## src/rtl/mem_arbiter_if.sv

```systemverilog
// Bus bundle between the two requesters, the arbiter and the RAM/I/O side.
// slave: arbiter view; master: requester + memory environment view.
interface mem_arbiter_if #(
    parameter int unsigned AW = 9,
    parameter int unsigned DW = 16
);
    logic          req0;
    logic [2:0]    cmd0;
    logic [AW-1:0] addr0;
    logic [DW-1:0] wdata0;
    logic          ack0;
    logic [DW-1:0] rdata0;

    logic          req1;
    logic [2:0]    cmd1;
    logic [AW-1:0] addr1;
    logic [DW-1:0] wdata1;
    logic          ack1;
    logic [DW-1:0] rdata1;

    logic [2:0]    mem_cmd;
    logic [AW-1:0] mem_addr;
    logic [DW-1:0] mem_wdata;
    logic [DW-1:0] mem_rdata;

    logic          busy;
    logic          owner;

    modport slave (
        input  req0, cmd0, addr0, wdata0,
        input  req1, cmd1, addr1, wdata1,
        input  mem_rdata,
        output ack0, rdata0, ack1, rdata1,
        output mem_cmd, mem_addr, mem_wdata,
        output busy, owner
    );

    modport master (
        output req0, cmd0, addr0, wdata0,
        output req1, cmd1, addr1, wdata1,
        output mem_rdata,
        input  ack0, rdata0, ack1, rdata1,
        input  mem_cmd, mem_addr, mem_wdata,
        input  busy, owner
    );
endinterface

```

## src/rtl/mem_arbiter.sv

```systemverilog
// Round-robin two-port arbiter for the shared RAM / memory-mapped I/O bus.
// Each access runs IDLE -> ACCESS -> DONE; ack and read data land together after DONE.
module mem_arbiter #(
    parameter int unsigned AW = 9,
    parameter int unsigned DW = 16
) (
    input  logic          clk,
    input  logic          reset,
    mem_arbiter_if.slave  bus
);

    localparam logic [2:0] MNONE  = 3'b001;
    localparam logic [2:0] MREAD  = 3'b010;
    localparam logic [2:0] MWRITE = 3'b100;

    typedef enum logic [1:0] {
        IDLE   = 2'd0,
        ACCESS = 2'd1,
        DONE   = 2'd2
    } state_t;

    state_t        state_q;
    logic          owner_q;
    logic          busy_q;
    logic          rd_q;
    logic [2:0]    mem_cmd_q;
    logic [AW-1:0] mem_addr_q;
    logic [DW-1:0] mem_wdata_q;
    logic          ack0_q;
    logic          ack1_q;
    logic [DW-1:0] rdata0_q;
    logic [DW-1:0] rdata1_q;

    logic          req_any_c;
    logic          gnt_port_c;
    logic [2:0]    gnt_cmd_c;
    logic [AW-1:0] gnt_addr_c;
    logic [DW-1:0] gnt_wdata_c;
    logic          gnt_cmd_ok_c;

    // Contention goes to the port that did not own the bus last.
    always_comb begin
        req_any_c = bus.req0 | bus.req1;
        if (bus.req0 && bus.req1) begin
            gnt_port_c = ~owner_q;
        end else begin
            gnt_port_c = bus.req1;
        end
        gnt_cmd_c    = gnt_port_c ? bus.cmd1   : bus.cmd0;
        gnt_addr_c   = gnt_port_c ? bus.addr1  : bus.addr0;
        gnt_wdata_c  = gnt_port_c ? bus.wdata1 : bus.wdata0;
        gnt_cmd_ok_c = (gnt_cmd_c == MREAD) || (gnt_cmd_c == MWRITE);
    end

    always_ff @(posedge clk or negedge reset) begin
        if (!reset) begin
            state_q     <= IDLE;
            owner_q     <= 1'b1;
            busy_q      <= 1'b0;
            rd_q        <= 1'b0;
            mem_cmd_q   <= MNONE;
            mem_addr_q  <= '0;
            mem_wdata_q <= '0;
            ack0_q      <= 1'b0;
            ack1_q      <= 1'b0;
            rdata0_q    <= '0;
            rdata1_q    <= '0;
        end else begin
            ack0_q <= 1'b0;
            ack1_q <= 1'b0;
            case (state_q)
                IDLE: begin
                    mem_cmd_q <= MNONE;
                    if (req_any_c) begin
                        state_q     <= ACCESS;
                        busy_q      <= 1'b1;
                        owner_q     <= gnt_port_c;
                        // Unsupported commands still run the window but never reach the bus.
                        mem_cmd_q   <= gnt_cmd_ok_c ? gnt_cmd_c : MNONE;
                        mem_addr_q  <= gnt_addr_c;
                        mem_wdata_q <= gnt_wdata_c;
                        rd_q        <= (gnt_cmd_c == MREAD);
                    end
                end
                ACCESS: begin
                    state_q   <= DONE;
                    mem_cmd_q <= MNONE;
                end
                DONE: begin
                    state_q <= IDLE;
                    busy_q  <= 1'b0;
                    // RAM read data registered at the end of ACCESS is stable here.
                    if (owner_q) begin
                        ack1_q <= 1'b1;
                        if (rd_q) begin
                            rdata1_q <= bus.mem_rdata;
                        end
                    end else begin
                        ack0_q <= 1'b1;
                        if (rd_q) begin
                            rdata0_q <= bus.mem_rdata;
                        end
                    end
                end
                default: begin
                    state_q   <= IDLE;
                    busy_q    <= 1'b0;
                    mem_cmd_q <= MNONE;
                end
            endcase
        end
    end

    assign bus.mem_cmd   = mem_cmd_q;
    assign bus.mem_addr  = mem_addr_q;
    assign bus.mem_wdata = mem_wdata_q;
    assign bus.ack0      = ack0_q;
    assign bus.ack1      = ack1_q;
    assign bus.rdata0    = rdata0_q;
    assign bus.rdata1    = rdata1_q;
    assign bus.busy      = busy_q;
    assign bus.owner     = owner_q;

endmodule

```

## src/flat_wrapper.sv

```systemverilog
// flat-port wrapper written by rule: the top's interface ports become plain ports
module mem_arbiter_flat 
#(
    parameter int unsigned AW = 9,
    parameter int unsigned DW = 16
)
  (clk, reset, bus_req0, bus_cmd0, bus_addr0, bus_wdata0, bus_req1, bus_cmd1, bus_addr1, bus_wdata1, bus_mem_rdata, bus_ack0, bus_rdata0, bus_ack1, bus_rdata1, bus_mem_cmd, bus_mem_addr, bus_mem_wdata, bus_busy, bus_owner);
  mem_arbiter_if #(.AW(AW), .DW(DW)) bus_i ();
  input  logic clk;
  input  logic reset;
  input wire logic [$bits(bus_i.req0)-1:0] bus_req0;
  input wire logic [$bits(bus_i.cmd0)-1:0] bus_cmd0;
  input wire logic [$bits(bus_i.addr0)-1:0] bus_addr0;
  input wire logic [$bits(bus_i.wdata0)-1:0] bus_wdata0;
  input wire logic [$bits(bus_i.req1)-1:0] bus_req1;
  input wire logic [$bits(bus_i.cmd1)-1:0] bus_cmd1;
  input wire logic [$bits(bus_i.addr1)-1:0] bus_addr1;
  input wire logic [$bits(bus_i.wdata1)-1:0] bus_wdata1;
  input wire logic [$bits(bus_i.mem_rdata)-1:0] bus_mem_rdata;
  output wire logic [$bits(bus_i.ack0)-1:0] bus_ack0;
  output wire logic [$bits(bus_i.rdata0)-1:0] bus_rdata0;
  output wire logic [$bits(bus_i.ack1)-1:0] bus_ack1;
  output wire logic [$bits(bus_i.rdata1)-1:0] bus_rdata1;
  output wire logic [$bits(bus_i.mem_cmd)-1:0] bus_mem_cmd;
  output wire logic [$bits(bus_i.mem_addr)-1:0] bus_mem_addr;
  output wire logic [$bits(bus_i.mem_wdata)-1:0] bus_mem_wdata;
  output wire logic [$bits(bus_i.busy)-1:0] bus_busy;
  output wire logic [$bits(bus_i.owner)-1:0] bus_owner;
  assign bus_i.req0 = bus_req0;
  assign bus_i.cmd0 = bus_cmd0;
  assign bus_i.addr0 = bus_addr0;
  assign bus_i.wdata0 = bus_wdata0;
  assign bus_i.req1 = bus_req1;
  assign bus_i.cmd1 = bus_cmd1;
  assign bus_i.addr1 = bus_addr1;
  assign bus_i.wdata1 = bus_wdata1;
  assign bus_i.mem_rdata = bus_mem_rdata;
  assign bus_ack0 = bus_i.ack0;
  assign bus_rdata0 = bus_i.rdata0;
  assign bus_ack1 = bus_i.ack1;
  assign bus_rdata1 = bus_i.rdata1;
  assign bus_mem_cmd = bus_i.mem_cmd;
  assign bus_mem_addr = bus_i.mem_addr;
  assign bus_mem_wdata = bus_i.mem_wdata;
  assign bus_busy = bus_i.busy;
  assign bus_owner = bus_i.owner;
  mem_arbiter #(.AW(AW), .DW(DW)) u_core (.clk(clk), .reset(reset), .bus(bus_i));
endmodule
```

## config.mk

```make
export PLATFORM = sky130hd
export DESIGN_NAME = mem_arbiter_flat
export DESIGN_NICKNAME = d
export VERILOG_FILES = /design/src/rtl/mem_arbiter_if.sv /design/src/rtl/mem_arbiter.sv /design/src/flat_wrapper.sv
export SDC_FILE = /design/constraint.sdc
export NUM_CORES = 1
export LEC_CHECK = 0
export BUFFER_PORTS_ARGS = -buffer_cell sky130_fd_sc_hd__buf_4
export CAP_MARGIN = 10
export CORE_MARGIN = 2
export CORE_UTILIZATION = 45
export CTS_BUF_LIST = sky130_fd_sc_hd__clkbuf_2
export DETAILED_ROUTE_END_ITERATION = 16
export HOLD_SLACK_MARGIN = 0.05
export MAX_ROUTING_LAYER = met4
export PLACE_DENSITY_LB_ADDON = 0.12
export SYNTH_ARGS = -nofsm -noshare
export SYNTH_HDL_FRONTEND = slang
export SYNTH_SLANG_ARGS = --single-unit
```

## constraint.sdc

```tcl
create_clock -name clk -period 3.8 [get_ports clk]
set_clock_uncertainty 0.15 [all_clocks]
set_input_delay 0.19 -clock clk [delete_from_list [all_inputs] [get_ports clk]]
set_output_delay 0.19 -clock clk [all_outputs]
set_load 0.01 [all_outputs]
```

==> qor.yml <==
placement:
  dp_slack_ps: 1490
  dpl.hpwl_um: 4620
  io_buffers: 139
  gp_congestion: 0.750
drt:
  routed_wl_um: 7890
  num_vias: 2420
  dr.pass1.iters: 4
  route.antenna.remaining_nets: 0
  drc_errors: 0
  routedWlPerCell_um: 15.7
  vias_per_cell: 4.83
  drt_iter0_markers: 68
timing:
  fmax_mhz: 301
  finalCritPeriodShare: 0.874
  rsz0062_at_grt: "false"
  fin_tns_setup_ps: 0
  hold_viol: 0
  maxSlewViolCount: 0
  tightest_slew_ps: 1080
  relSlewSlack: 0.276
  timing.final.ws_setup_ps: 480
  post-route-min-period_ps: 3320
  setup_violations: 0
power_and_ir_drop:
  leakage_uw: 0.00251
  power.density_nw_per_um2: 661
  p_total_uw: 3400
  peakVddDrop_uv: 325
synthesis:
  syn_nets: 271
  yosysMostFrequentCell: "dfrtp_1"
  synth_cells: 195
  synth_area_per_cell_um2: 15.9
  async_flop_share: 1.00
  synth_seq_cells: 67
  ys_seq_area_frac: 0.541
  syn_area_um2: 3100
  synth_ff_type: "dfrtp_1"
  yosys_warnings: 0
  synth_top_cell_area_share: 0.524
  synth_area_leaders: "dfrtp_1, mux2_4, mux2_2, dfstp_2, buf_6"
  synth_largest_area_cell: "dfrtp_1"
  synth_cell_types: 30
  synth_common_cells: "dfrtp_1, mux2_2, mux2_4"
  synth_edf_count: 0
cts:
  tritoncts: "done"
  root_buffer: "clkbuf_2"
  insertion_delay_ps: 490
  cts.sinks: 67
  clk_pin_slew_ps: 200
  cts_made_buffers: 9
  post_cts_buffers: 0
  cts_buffer_depth: 2
  htreeDepth: 3
floorplanning:
  core_area_um2: 6720
  initial_core_util: 0.462
  die_w_um: 87.0
  io_pins: 140
  die_area_um2: 7570
  rows: 30
  die_h_um: 87.0
setup_path:
  r2r_cells: 6
  path_buf_inv: 3
  cpPeakStageDelay_ps: 850
  crit_family: "buffers and inverters"
  worstSetupPathType: "reg2reg"
  r2r_end: "u_core.bus.mem_cmd[1]"
  cpMostUsedCell: "dlygate4sd3_1"
  reg2reg_from: "u_core.bus.owner"
  cp_max_fo: 26
  setup.worst_path.start_class: "register"
  endpoint_kind: "register"
  worstPathCellList: "a21boi_4 > buf_4 > mux2i_1 > dlygate4sd3_1 > o31ai_1 > dlygate4sd3_1"
  cp.arrival_ps: 3580
  critPathRequiredTime_ps: 4060
  cp_slowest_cell: "a21boi_4"
  r2r_setup_slack_ps: 480
layout:
  n_fill_cell: 427
  seqCellArea_um2: 1680
  multi_input_area_um2: 1320
  diodes: 0
  nets: 492
  fin_util: 0.765
  drive_gt1_frac: 0.572
  syn2layout_area_growth_pct: 65.7
grt:
  grt.busiest_layer: "met2"
  met1_usage: 0.250
  grt_overflow: 0
  use_met2: 0.384
  grt_pass1_vias: 2578
  gr-usage-met3: 0.0389
  antenna_found_initial: 0
  grt_pass1_wl_um: 12200
  grt_max_degree: 68
  grtUsageTotal: 0.221
worst_hold_path:
  hold_path_startpoint: "bus_cmd0[0]"
  hold_depth: 4
  min_path_type: "in2reg"
  whs_endpoint: "u_core.rd_q"
run:
  cap_violations: 0
status:
  status: "finished, final reports clean"
## area by class of cell
class / instances / area share
Clock inverter: 7 / 0.0285
Multi-Input combinational cell: 116 / 0.256
Timing Repair Buffer: 219 / 0.358
Inverter: 3 / 0.00219
Tap cell: 80 / 0.0195
Sequential cell: 67 / 0.327
Clock buffer: 9 / 0.00876
## worst register-to-register path: cells and delay by family (launching register included)
family,cells,cell delay (ps)
AO/OA/AOI/OAI,2,930
flip-flops,1,480
multiplexers,1,210
buffers and inverters,3,1470
## how the worst max path moves through the flow
stage | from | slack, ps | depth (start not counted) | end
after CTS | u_core.bus.owner | 530 | 6 | u_core.bus.mem_cmd[1]
after floorplan | u_core.bus.owner | 1970 | 6 | u_core.bus.mem_addr[6]
final | u_core.bus.owner | 480 | 6 | u_core.bus.mem_cmd[1]
after detailed placement | u_core.bus.owner | 1490 | 3 | u_core.bus.mem_addr[5]
after global placement | u_core.bus.owner | 1540 | 3 | u_core.bus.mem_addr[5]
after global routing | u_core.bus.owner | 330 | 6 | u_core.bus.mem_cmd[1]
## registers in the layout, indices dropped and copies added, names as in the netlist
signal                count
u_core.bus.busy           1
u_core.bus.rdata0        16
u_core.bus.mem_addr       9
u_core.rd_q               1
u_core.bus.owner          1
u_core.bus.ack0           1
u_core.bus.ack1           1
u_core.bus.mem_wdata     16
u_core.bus.rdata1        16
u_core.bus.mem_cmd        3
u_core.state_q            2
## logic make-up after synthesis
group | share of synthesized area
buffers and inverters | 0.0367
XOR/XNOR | 0.00565
AO/OA/AOI/OAI | 0.0230
AND/OR/NAND/NOR | 0.0448
flip-flops | 0.541
multiplexers | 0.349
## timing repair
item / in CTS / in global routing
hold buffers: 79 / 0
endpoints found under the hold margin: 128 / 0
resized for setup: 0 / 0
## layout by cell type (no fill, tap or decap), types with 4 or more instances in the layout
cell type      Yosys  final
mux2_2            45     45
nor2b_1            6      6
buf_4              1    140
clkbuf_2           0      9
dfrtp_1           65     65
mux2_4            34     34
bufinv_16          0      4
dlygate4sd3_1      0     79
## per-stage QoR
stage | area, um^2 | hold slack (ps) | instances
3_5_place_dp | 4160 | 203 | 406
3_3_place_gp | 4160 | 203 | 406
6_report | 5140 | 131 | 501
2_1_floorplan | 3100 | -256 | 195
4_1_cts | 5140 | 75.7 | 501
5_1_grt | 5140 | 153 | 501
## layer usage
metal / vias to the layer above / routed length, um / part of all wire
met5: - / 0 / 0
met4: 0 / 178 / 0.023
met3: 16 / 370 / 0.047
met2: 91 / 4170 / 0.53
met1: 1173 / 3170 / 0.40
li1: 1140 / - / -
## power by group
| part | switching (uW) | internal, uW |
|---|---|---|
| logic | 582 | 941 |
| clock network | 283 | 355 |
| registers | 204 | 1030 |
(Power assumes the default switching activity.)
